===== src/rtl/srff_drv_if.sv =====
// Interface between the layer controller / busy SR flop and srff_drv.
// master = controller + flop side, slave = srff_drv.
interface srff_drv_if #(
  parameter int unsigned ROW_W = 5,
  parameter int unsigned COL_W = 5
);
  logic             srff_drv_start_i;
  logic             srff_drv_abort_i;
  logic             srff_drv_pix_i;
  logic             srff_drv_q_i;
  logic             srff_drv_err_clr_i;
  logic             srff_drv_S_o;
  logic             srff_drv_R_o;
  logic             srff_drv_en_o;
  logic [ROW_W-1:0] srff_drv_row_o;
  logic [COL_W-1:0] srff_drv_col_o;
  logic             srff_drv_done_o;
  logic             srff_drv_abrt_o;
  logic             srff_drv_err_o;

  modport master (
    output srff_drv_start_i, srff_drv_abort_i, srff_drv_pix_i,
           srff_drv_q_i, srff_drv_err_clr_i,
    input  srff_drv_S_o, srff_drv_R_o, srff_drv_en_o, srff_drv_row_o,
           srff_drv_col_o, srff_drv_done_o, srff_drv_abrt_o, srff_drv_err_o
  );

  modport slave (
    input  srff_drv_start_i, srff_drv_abort_i, srff_drv_pix_i,
           srff_drv_q_i, srff_drv_err_clr_i,
    output srff_drv_S_o, srff_drv_R_o, srff_drv_en_o, srff_drv_row_o,
           srff_drv_col_o, srff_drv_done_o, srff_drv_abrt_o, srff_drv_err_o
  );
endinterface


===== src/rtl/srff_drv.sv =====
// Sequences S/R/enable of the layer busy SR flag over one ROWS x COLS frame,
// checks the flag's Q feedback and reports done/abort/sticky error.
module srff_drv #(
  parameter int unsigned ROWS  = 28,
  parameter int unsigned COLS  = 28,
  parameter int unsigned ROW_W = 5,
  parameter int unsigned COL_W = 5
) (
  input  logic      srff_drv_clk,
  input  logic      srff_drv_rst_b,
  srff_drv_if.slave bus
);

  typedef enum logic [2:0] {
    ST_IDLE,
    ST_SET,
    ST_RUN,
    ST_CLR,
    ST_CHK
  } state_e;

  localparam logic [ROW_W-1:0] ROW_LAST = ROW_W'(ROWS - 1);
  localparam logic [COL_W-1:0] COL_LAST = COL_W'(COLS - 1);

  state_e           state_q, state_d;
  logic [ROW_W-1:0] row_q, row_d;
  logic [COL_W-1:0] col_q, col_d;
  logic             abort_q, abort_d;
  logic             err_q, err_d;
  logic             err_set;

  always_ff @(posedge srff_drv_clk or negedge srff_drv_rst_b) begin
    if (!srff_drv_rst_b) begin
      state_q <= ST_IDLE;
      row_q   <= '0;
      col_q   <= '0;
      abort_q <= 1'b0;
      err_q   <= 1'b0;
    end else begin
      state_q <= state_d;
      row_q   <= row_d;
      col_q   <= col_d;
      abort_q <= abort_d;
      err_q   <= err_d;
    end
  end

  always_comb begin
    state_d = state_q;
    row_d   = row_q;
    col_d   = col_q;
    abort_d = abort_q;
    unique case (state_q)
      ST_IDLE: begin
        if (bus.srff_drv_start_i) begin
          state_d = ST_SET;
          row_d   = '0;
          col_d   = '0;
          abort_d = 1'b0;
        end
      end
      ST_SET: begin
        if (bus.srff_drv_abort_i) begin
          state_d = ST_CLR;
          abort_d = 1'b1;
        end else begin
          state_d = ST_RUN;
        end
      end
      ST_RUN: begin
        // Abort beats a same-cycle pixel, so the counters freeze on abort.
        if (bus.srff_drv_abort_i) begin
          state_d = ST_CLR;
          abort_d = 1'b1;
        end else if (bus.srff_drv_pix_i) begin
          if (col_q == COL_LAST) begin
            col_d = '0;
            if (row_q == ROW_LAST) begin
              row_d   = '0;
              state_d = ST_CLR;
            end else begin
              row_d = row_q + ROW_W'(1);
            end
          end else begin
            col_d = col_q + COL_W'(1);
          end
        end
      end
      ST_CLR:  state_d = ST_CHK;
      ST_CHK:  state_d = ST_IDLE;
      default: state_d = ST_IDLE;
    endcase
  end

  // Sticky error: start outside IDLE, Q low while running, Q still high after clear.
  always_comb begin
    err_set = (bus.srff_drv_start_i && (state_q != ST_IDLE)) ||
              ((state_q == ST_RUN) && !bus.srff_drv_q_i) ||
              ((state_q == ST_CHK) && bus.srff_drv_q_i);
    err_d   = bus.srff_drv_err_clr_i ? 1'b0 : (err_q | err_set);
  end

  always_comb begin
    logic s_set;
    logic s_clr;
    s_set               = (state_q == ST_SET);
    s_clr               = (state_q == ST_CLR);
    bus.srff_drv_S_o    = s_set;
    bus.srff_drv_R_o    = s_clr;
    bus.srff_drv_en_o   = s_set | s_clr;
    bus.srff_drv_row_o  = row_q;
    bus.srff_drv_col_o  = col_q;
    bus.srff_drv_done_o = (state_q == ST_CHK) && !abort_q;
    bus.srff_drv_abrt_o = (state_q == ST_CHK) && abort_q;
    bus.srff_drv_err_o  = err_q;
  end

endmodule

===== src/flat_wrapper.sv =====
// flat-port wrapper written by rule: the top's interface ports become plain ports
module srff_drv_flat 
#(
  parameter int unsigned ROWS  = 28,
  parameter int unsigned COLS  = 28,
  parameter int unsigned ROW_W = 5,
  parameter int unsigned COL_W = 5
)
  (srff_drv_clk, srff_drv_rst_b, bus_srff_drv_start_i, bus_srff_drv_abort_i, bus_srff_drv_pix_i, bus_srff_drv_q_i, bus_srff_drv_err_clr_i, bus_srff_drv_S_o, bus_srff_drv_R_o, bus_srff_drv_en_o, bus_srff_drv_row_o, bus_srff_drv_col_o, bus_srff_drv_done_o, bus_srff_drv_abrt_o, bus_srff_drv_err_o);
  srff_drv_if #(.ROW_W(ROW_W), .COL_W(COL_W)) bus_i ();
  input  logic srff_drv_clk;
  input  logic srff_drv_rst_b;
  input wire logic [$bits(bus_i.srff_drv_start_i)-1:0] bus_srff_drv_start_i;
  input wire logic [$bits(bus_i.srff_drv_abort_i)-1:0] bus_srff_drv_abort_i;
  input wire logic [$bits(bus_i.srff_drv_pix_i)-1:0] bus_srff_drv_pix_i;
  input wire logic [$bits(bus_i.srff_drv_q_i)-1:0] bus_srff_drv_q_i;
  input wire logic [$bits(bus_i.srff_drv_err_clr_i)-1:0] bus_srff_drv_err_clr_i;
  output wire logic [$bits(bus_i.srff_drv_S_o)-1:0] bus_srff_drv_S_o;
  output wire logic [$bits(bus_i.srff_drv_R_o)-1:0] bus_srff_drv_R_o;
  output wire logic [$bits(bus_i.srff_drv_en_o)-1:0] bus_srff_drv_en_o;
  output wire logic [$bits(bus_i.srff_drv_row_o)-1:0] bus_srff_drv_row_o;
  output wire logic [$bits(bus_i.srff_drv_col_o)-1:0] bus_srff_drv_col_o;
  output wire logic [$bits(bus_i.srff_drv_done_o)-1:0] bus_srff_drv_done_o;
  output wire logic [$bits(bus_i.srff_drv_abrt_o)-1:0] bus_srff_drv_abrt_o;
  output wire logic [$bits(bus_i.srff_drv_err_o)-1:0] bus_srff_drv_err_o;
  assign bus_i.srff_drv_start_i = bus_srff_drv_start_i;
  assign bus_i.srff_drv_abort_i = bus_srff_drv_abort_i;
  assign bus_i.srff_drv_pix_i = bus_srff_drv_pix_i;
  assign bus_i.srff_drv_q_i = bus_srff_drv_q_i;
  assign bus_i.srff_drv_err_clr_i = bus_srff_drv_err_clr_i;
  assign bus_srff_drv_S_o = bus_i.srff_drv_S_o;
  assign bus_srff_drv_R_o = bus_i.srff_drv_R_o;
  assign bus_srff_drv_en_o = bus_i.srff_drv_en_o;
  assign bus_srff_drv_row_o = bus_i.srff_drv_row_o;
  assign bus_srff_drv_col_o = bus_i.srff_drv_col_o;
  assign bus_srff_drv_done_o = bus_i.srff_drv_done_o;
  assign bus_srff_drv_abrt_o = bus_i.srff_drv_abrt_o;
  assign bus_srff_drv_err_o = bus_i.srff_drv_err_o;
  srff_drv #(.ROWS(ROWS), .COLS(COLS), .ROW_W(ROW_W), .COL_W(COL_W)) u_core (.srff_drv_clk(srff_drv_clk), .srff_drv_rst_b(srff_drv_rst_b), .bus(bus_i));
endmodule

===== config.mk =====
export PLATFORM = sky130hd
export DESIGN_NAME = srff_drv_flat
export DESIGN_NICKNAME = d
export VERILOG_FILES = /design/src/rtl/srff_drv_if.sv /design/src/rtl/srff_drv.sv /design/src/flat_wrapper.sv
export SDC_FILE = /design/constraint.sdc
export NUM_CORES = 1
export LEC_CHECK = 0
export ABC_AREA = 1
export BUFFER_PORTS_ARGS = -buffer_cell sky130_fd_sc_hd__buf_2
export CAP_MARGIN = 20
export CORE_UTILIZATION = 51
export CTS_CLUSTER_SIZE = 40
export DETAILED_ROUTE_END_ITERATION = 8
export GPL_ROUTABILITY_DRIVEN = 0
export PLACE_DENSITY = 0.77
export RECOVER_POWER = 25
export SETUP_SLACK_MARGIN = 0.2
export SKIP_CTS_REPAIR_TIMING = 1
export SLEW_MARGIN = 20
export SYNTH_ARGS = -nofsm -noshare
export SYNTH_HDL_FRONTEND = slang
export SYNTH_SLANG_ARGS = --single-unit

===== constraint.sdc =====
create_clock -name srff_drv_clk -period 1.61 [get_ports srff_drv_clk]
set_clock_uncertainty 0.2 [all_clocks]
set_input_delay 0.161 -clock srff_drv_clk [delete_from_list [all_inputs] [get_ports srff_drv_clk]]
set_output_delay 0.161 -clock srff_drv_clk [all_outputs]
set_load 0.01 [all_outputs]

---- Word-level counts from Yosys, hierarchy flattened ----
Cells that the tools add are included.
operators by class
  shifts and indexed selects .............. 0
  div/mod/pow operators ................... 0
  multiplexer cells ....................... 21
  multipliers ............................. 0
  reductions and logical operators ........ 18
  $lt $le $gt $ge ......................... 0
  add/sub/neg operators ................... 2
  equality and inequality tests ........... 14
  bitwise gates (word level) .............. 2
operators by type and width
  operator             number
  $mux 5               8
  $pmux 5 s2           2
  $mux 3               5
  $pmux 3 s4           1
  $add 5x1->5 const B  2
  $eq 5x5->1 const B   2
  $reduce_and 4->1     2
  $eq 3x2->1 const B   2
  $ne 2x2->1 const B   3
  $ne 3x2->1 const B   2
  $logic_and 1x1->1    5
  $reduce_and 5->1     1
  $mux 1               4
  $ne 2x1->1 const B   2
  $reduce_bool 2->1    2
  $eq 3x1->1 const B   1
  $eq 3x3->1 const B   1
  $logic_not 3->1      1
  $ne 3x3->1 const B   1
  $reduce_and 3->1     1
  $reduce_bool 3->1    1
  $logic_not 1->1      2
  $logic_or 1x1->1     2
  $or 1x1->1           2
  other kinds (2)      2
storage, ports and cells
  register bits after elaboration ......... 15
  input bits .............................. 7
  logic and storage cells ................. 62
  memory bits (writable) .................. 0
  output and inout port bits .............. 16
  memories kept ........................... 0
  bits in latches ......................... 0
  ROM bits ................................ 0

---- Longest topological paths before layout ----
Gate-level depths: netlist of run 1.
  depth in word-level cells ............... 6
  gate-level depth with buffers ........... 8
  gate-level depth less buffers ........... 8

---- Worst setup path before layout of run 1 ----
OpenSTA, ideal clock, no wires.
  path kind ............................... reg2reg
  start point ............................. register u_core.col_q[0], in the netlist u_core.bus.srff_drv_col_o[0]
  end point ............................... register u_core.row_q[3], in the netlist u_core.bus.srff_drv_row_o[3]
  period minus slack after synthesis ...... 1.474 ns
  required time ........................... 1.293 ns
  arrival time ............................ 1.157 ns
  library setup time ...................... 0.117 ns
  path buffers ............................ 0
  slack ................................... 0.136 ns
  cell stages (with the launch flop) ...... 9
  cells stage by stage .................... dfrtp_1 -> ha_1 -> nand2_1 -> nor2_1 -> nand2_1 -> nand2_2 -> nand2_4 -> nand2_1 -> nand2_1
on the way
  longest elaborated chain between the ends .. 3
RTL lines
  what                        line            text
  start, declared             srff_drv.sv:27  logic [COL_W-1:0] col_q, col_d;
  start signal, assigned      srff_drv.sv:42  col_q <= col_d;
  $eq 5x5->1                  srff_drv.sv:76  if (col_q == COL_LAST) begin
  $ne 2x1->1 (no line)        -
  $reduce_and 5->1 (no line)  -
  end signal, assigned        srff_drv.sv:41  row_q <= row_d;
  end, declared               srff_drv.sv:26  logic [ROW_W-1:0] row_q, row_d;
No other way between the ends.
A chain may end at the register's enable or synchronous reset.

---- Final worst setup path of run 1 ----
  start point ............................. register u_core.state_q[2]
  end point ............................... output port bus_srff_drv_done_o
on the way
  longest elaborated chain between the ends .. 2
RTL lines
  what                    line                text
  start, declared         srff_drv.sv:25      state_e state_q, state_d;
  start signal, assigned  srff_drv.sv:40      state_q <= state_d;
  $eq 3x3->1              srff_drv.sv:113     bus.srff_drv_done_o = (state_q == ST_CHK) && !abort_q;
  $logic_and 1x1->1       srff_drv.sv:113
  end, declared           flat_wrapper.sv:23  output wire logic [$bits(bus_i.srff_drv_done_o)-1:0] bus_srff_drv_done_o;
No other way between the ends.

==> results of run 1 <==
-- cells in the final DEF, fill, tap and decap left out, drive strengths merged --
| master | instances |
|---|---|
| inv | 17 |
| nand3b | 2 |
| nand2 | 52 |
| nor2 | 18 |
| dfrtp | 15 |
| nand4 | 3 |
| xor2 | 1 |
| or2 | 1 |
| clkinv | 1 |
| and2 | 1 |
| nor3 | 4 |
| o21bai | 1 |
| dlygate4sd3 | 3 |
| xnor2 | 1 |
| o21ai | 6 |
| buf | 33 |
| nand3 | 11 |
| ha | 2 |
| clkbuf | 4 |
-- state kept, by name (all words and copies together), names as in the netlist --
name and cells:
u_core.state_q 3, u_core.bus.srff_drv_err_o 1, u_core.abort_q 1, u_core.bus.srff_drv_row_o 5, u_core.bus.srff_drv_col_o 5
-- power by group --
part           switching, mW  internal (mW)
registers              0.147          0.478
logic                  0.727          0.492
clock network          0.134         0.0920
total                   1.01           1.06
-- path summary, 6_finish.rpt --
path / startpoint / endpoint / slack [ns] / depth (start not counted)
worst max-delay path: u_core.state_q[2]$_DFFE_PN0P_ / bus_srff_drv_done_o / -0.09 / 5
worst min-delay path: bus_srff_drv_q_i / u_core.bus.srff_drv_err_o$_DFF_PN0_ / -0.009 / 4
worst max register to register: u_core.state_q[2]$_DFFE_PN0P_ / u_core.bus.srff_drv_col_o[0]$_DFFE_PN0P_ / 0.10 / 6
worst min register to register: u_core.state_q[2]$_DFFE_PN0P_ / u_core.state_q[2]$_DFFE_PN0P_ / 0.33 / 1
max in group asynchronous: srff_drv_rst_b / u_core.state_q[0]$_DFFE_PN0P_ / 0.36 / 2
min in group asynchronous: srff_drv_rst_b / u_core.bus.srff_drv_row_o[4]$_DFFE_PN0P_ / 0.28 / 2
-- logic make-up (layout without fill, tap and decap cells) --
group                      Yosys count  in the layout  share of synthesized area (%)
AOI/OAI and AO/OA                    7              7                           4.37
xor gates and xnor gates             2              2                           1.85
DFF                                 15             15                           39.7
adders and majority gates            2              2                           2.65
buffers and inverters               18             58                           7.28
and+or+nand+nor                     92             92                           44.1
-- critical path: cells and delay by family, from the launching register on --
kind / cells / cell delay (ns)
buf+inv: 3 / 0.28
flops: 1 / 0.44
simple gates: 2 / 0.34
-- stage by stage --
stage	util (%)	instance area, um^2	worst slack [ns]
floorplan	-	950	0.153
global placement	63.3	1090	0.0943
detailed placement	63.3	1090	0.0552
CTS	64.9	1120	-0.147
global route	82.1	1420	-0.120
finish	82.1	1420	-0.0872
-- area by class of cell --
type | instances | share of cell area [%]
clock buffer | 3 | 1.59
clock inverter | 1 | 0.353
inverter | 17 | 4.85
multi-input combinational | 103 | 47.2
sequential | 15 | 26.9
tap | 25 | 2.21
timing repair buffer | 37 | 16.9
-- per-layer routing --
metal | GRT usage, % | share of wire [%] | up-vias
li1 | - | - | 507
met1 | 25.9 | 41 | 477
met2 | 38.0 | 52 | 43
met3 | 2.80 | 4.6 | 8
met4 | 6.06 | 2.0 | 0
met5 | 0 | 0 | -
==> reports/metrics.cfg, run 1 <==
[die]
initial_core_util_pct = 54.7
rows = 15
die_h_um = 45.0
coreArea_um2 = 1730
die_x_um = 45.0
pin_count = 23
die_area_um2 = 2030

[synth]
async_reset_ff_share_pct = 100
synthCells = 136
synth-edff-count = 0
synth.distinct_cells = 24
yosysTopAreaCellShare_pct = 39.7
ys.flop_type = dfrtp_1
synthTopCellsByArea = dfrtp_1 40%, nand2_1 19%, nor2_1 6.0%
seq_area_frac_synth_pct = 39.7
syn_nets = 145
yosysMostFrequentCell = nand2_1
syn_area_um2 = 945
yosysTopAreaCell = dfrtp_1
ys_warn_count = 0
ys_ff_latch = 15
synthTopCellsByCount = 48 x nand2_1, 15 x dfrtp_1, 15 x nor2_1
synth_area_per_cell_um2 = 6.95

[final_layout]
multiInputGateArea_um2 = 669
fin_cells = 201
final_layout_size_suffix_gt1_share_pct = 47.7
seq_area_um2 = 382
num-fill-cells = 113
diodes = 0
syn2layout_area_growth_pct = 50.1
nets = 186

[clock_tree]
cts_tree = done
path_clk_slew_ns = 0.10
clock_latency_ns = 0.28
numClockSinks = 15
cts_max_path_buffers = 2
cts_max_level = 1
cts_root_buffer = clkbuf_4
cts_buffers = 3

[placed_design]
dp_cells = 183
port_buffers = 22
hpwl_mm = 1.51

[global_route]
grt_pass1_vias = 796
overflow = 0
grt_max_degree = 16
grt_pass1_wl_mm = 3.17
grtUsageTotal_pct = 21.0
antenna_found_initial = 0

[power_and_ir_drop]
powerDensity_nw_per_um2 = 1460
ir_worst_vdd_uv = 1380
power.leakage_nw = 0.742
fin_total_pwr_mw = 2.07

[routing]
final_antenna_net_count = 0
dr.pass1.iters = 4
vias = 1035
drc_errors = 0
drt-initial-drc-count = 40
wl_per_cell_um = 13.2
routed_wirelength_mm = 2.66
post_drt_via_cell_ratio = 5.15

[sta]
setup_tns_ns = -0.176
slew_headroom_pct = 44.8
worst_slew_pin_slew_ns = 0.828
finalMaxSlewViolations = 0
fmax_mhz = 589
finalCriticalPeriod_ns = 1.70
finalHoldViolations = 1
fin_ws_ns = -0.0872
setup_viol_count_final = 3
timing.hold.ws_ns = -0.00923
period_share_pct = 105
rsz0062_at_grt = yes

[critical_path]
critPathRequiredTime_ns = 1.25
crit_type = flip-flop to primary output
start_kind = flip-flop
cp-end-kind = primary output
slowest_stage = dfrtp_2
path_cells = inv_4 -> nor3_4 -> inv_2 -> nor2_1 -> buf_2
slowest_delay_ns = 0.44
cp_max_fo = 5
crit_arrival_ns = 1.34

[flow_run]
max_cap_viol_count = 0

[run_status]
failed_checks = negative hold slack, negative setup slack
status = complete, but fails checks

[hold_path]
hold_class = input pin to flip-flop

Power figures use the tool's default switching activity.
==> inputs of run 2 (changes only) <==
Settings changed: CORE_UTILIZATION 51 to 45, PLACE_DENSITY 0.77 to 0.69.
Clock period 1.61 ns to 2 ns, I/O delays scaled along.
==> reports/metrics.cfg, run 2 (synthesized netlist as in run 1, its figures left out) <==
[sta]
period_share_pct = 84.4
worst_slew_pin_slew_ns = 0.824
finalCriticalPeriod_ns = 1.69
rsz0062_at_grt = no
fmax_mhz = 593
finalMaxSlewViolations = 0
fin_ws_ns = 0.313
setup_viol_count_final = 0
finalHoldViolations = 0
slew_headroom_pct = 45.1
setup_tns_ns = 0
timing.hold.ws_ns = 0.0308

[die]
pin_count = 23
die_area_um2 = 2290
rows = 16
die_h_um = 47.8
die_x_um = 47.8
initial_core_util_pct = 48.2
coreArea_um2 = 1960

[flow_run]
max_cap_viol_count = 0

[global_route]
grtUsageTotal_pct = 20.6
grt_max_degree = 16
antenna_found_initial = 0
overflow = 0
grt_pass1_wl_mm = 3.19
grt_pass1_vias = 733

[run_status]
status = finished, final reports clean

[critical_path]
start_kind = flip-flop
cp-end-kind = primary output
r2r_cells = 8
cp_max_fo = 6
reg2reg_to = u_core.bus.srff_drv_row_o[3]$_DFFE_PN0P_
crit_arrival_ns = 1.29
reg2reg_setup_slack_ns = 0.44
critPathRequiredTime_ns = 1.60
crit_type = flip-flop to primary output
r2r_start = u_core.bus.srff_drv_col_o[0]$_DFFE_PN0P_

[power_and_ir_drop]
power_switching_mw = 0.611
ir_worst_vdd_uv = 641
power.share.switching_pct = 47.6
p_seq_share_pct = 37.3
pwr-share-comb_pct = 48.9
power.leakage_nw = 0.648
intPower_mw = 0.674
pwr-share-clk_pct = 13.8
powerDensity_nw_per_um2 = 1110

[routing]
dr.pass1.iters = 5
drt-initial-drc-count = 7
routed_wirelength_mm = 2.05
final_antenna_net_count = 0
vias = 925
wl_per_cell_um = 10.7
post_drt_via_cell_ratio = 4.84
drc_errors = 0

[hold_path]
hp-start = bus_srff_drv_q_i
whs_endpoint = u_core.bus.srff_drv_err_o$_DFF_PN0_
hold_depth = 4
hold_class = input pin to flip-flop

[clock_tree]
cts_tree = done
cts_buffers = 3
cts_root_buffer = clkbuf_4
numClockSinks = 15
path_clk_slew_ns = 0.09
clock_latency_ns = 0.28
cts_max_path_buffers = 2
cts_max_level = 1

[placed_design]
port_buffers = 22
post-place-ws_ns = 0.444
hpwl_mm = 1.49
dp_cells = 184
dpl_cell_area_um2 = 1080

[final_layout]
final_layout_size_suffix_gt1_share_pct = 26.2
seq_area_um2 = 378
syn2layout_area_growth_pct = 22.5
layout_common_cells = 48 x nand2_1, 21 x buf_2, 14 x nor2_1
fin_area_um2 = 1160
multiInputGateArea_um2 = 514
diodes = 0
nets = 174
final_common_cell = nand2_1
num-fill-cells = 214
fin_cells = 191

[run 2: cell count changes in the layout (fill, tap and decap cells not counted), sizes merged]
| cell | before | now |
|---|---|---|
| clkbuf | 4 | 5 |
| buf | 33 | 21 |
| clkinv | 1 | 0 |
[run 2: how the worst max path moves through the flow]
stage / end / cells past startpoint / slack (ns) / startpoint
2_1_floorplan: u_core.bus.srff_drv_row_o[3]$_DFFE_PN0P_ / 8 / 0.53 / u_core.bus.srff_drv_col_o[0]$_DFFE_PN0P_
3_3_place_gp: u_core.bus.srff_drv_row_o[0]$_DFFE_PN0P_ / 8 / 0.48 / u_core.bus.srff_drv_col_o[0]$_DFFE_PN0P_
3_5_place_dp: u_core.bus.srff_drv_row_o[3]$_DFFE_PN0P_ / 8 / 0.44 / u_core.bus.srff_drv_col_o[0]$_DFFE_PN0P_
4_1_cts: bus_srff_drv_abrt_o / 5 / 0.16 / u_core.state_q[2]$_DFFE_PN0P_
5_1_grt: bus_srff_drv_abrt_o / 5 / 0.21 / u_core.state_q[2]$_DFFE_PN0P_
6_report: bus_srff_drv_abrt_o / 5 / 0.31 / u_core.state_q[2]$_DFFE_PN0P_
[run 2: power by group through the flow]
| stage | Sequential [mW] | Combinational, mW | Clock (mW) |
|---|---|---|---|
| global placement | 0.464 | 0.607 | 0 |
| global route | 0.495 | 0.725 | 0.203 |
| CTS | 0.463 | 0.617 | 0.185 |
| detailed placement | 0.469 | 0.615 | 0 |
| floorplan | 0.471 | 0.431 | 0 |
| finish | 0.480 | 0.628 | 0.177 |
[run 2: metal layers]
| layer | share of wire [%] | track usage [%] |
|---|---|---|
| met1 | 47 | 28.2 |
| met2 | 50 | 30.5 |
| met3 | 2.5 | 4.53 |
| met4 | 0.63 | 10.0 |
| met5 | 0 | 0 |
[run 2: metrics by stage]
| stage | util, % | total power [mW] |
|---|---|---|
| 5_1_grt | 59.0 | 1.42 |
| 2_1_floorplan | - | 0.902 |
| 4_1_cts | 56.6 | 1.27 |
| 6_report | 59.0 | 1.29 |
| 3_3_place_gp | 55.2 | 1.07 |
| 3_5_place_dp | 55.2 | 1.08 |
[run 2: final cells by class]
class / count / area share [%]
Multi-Input combinational cell: 103 / 44.4
Inverter: 17 / 5.73
Sequential cell: 15 / 32.6
Clock buffer: 4 / 2.27
Tap cell: 27 / 2.92
Timing Repair Buffer: 25 / 12.0
[run 2: critical path, stage by stage, from the launching register on]
cell and delay (ns):
dfrtp_2 0.45, inv_4 0.06, nor3_4 0.21, inv_2 0.06
nor2_2 0.08, buf_2 0.14
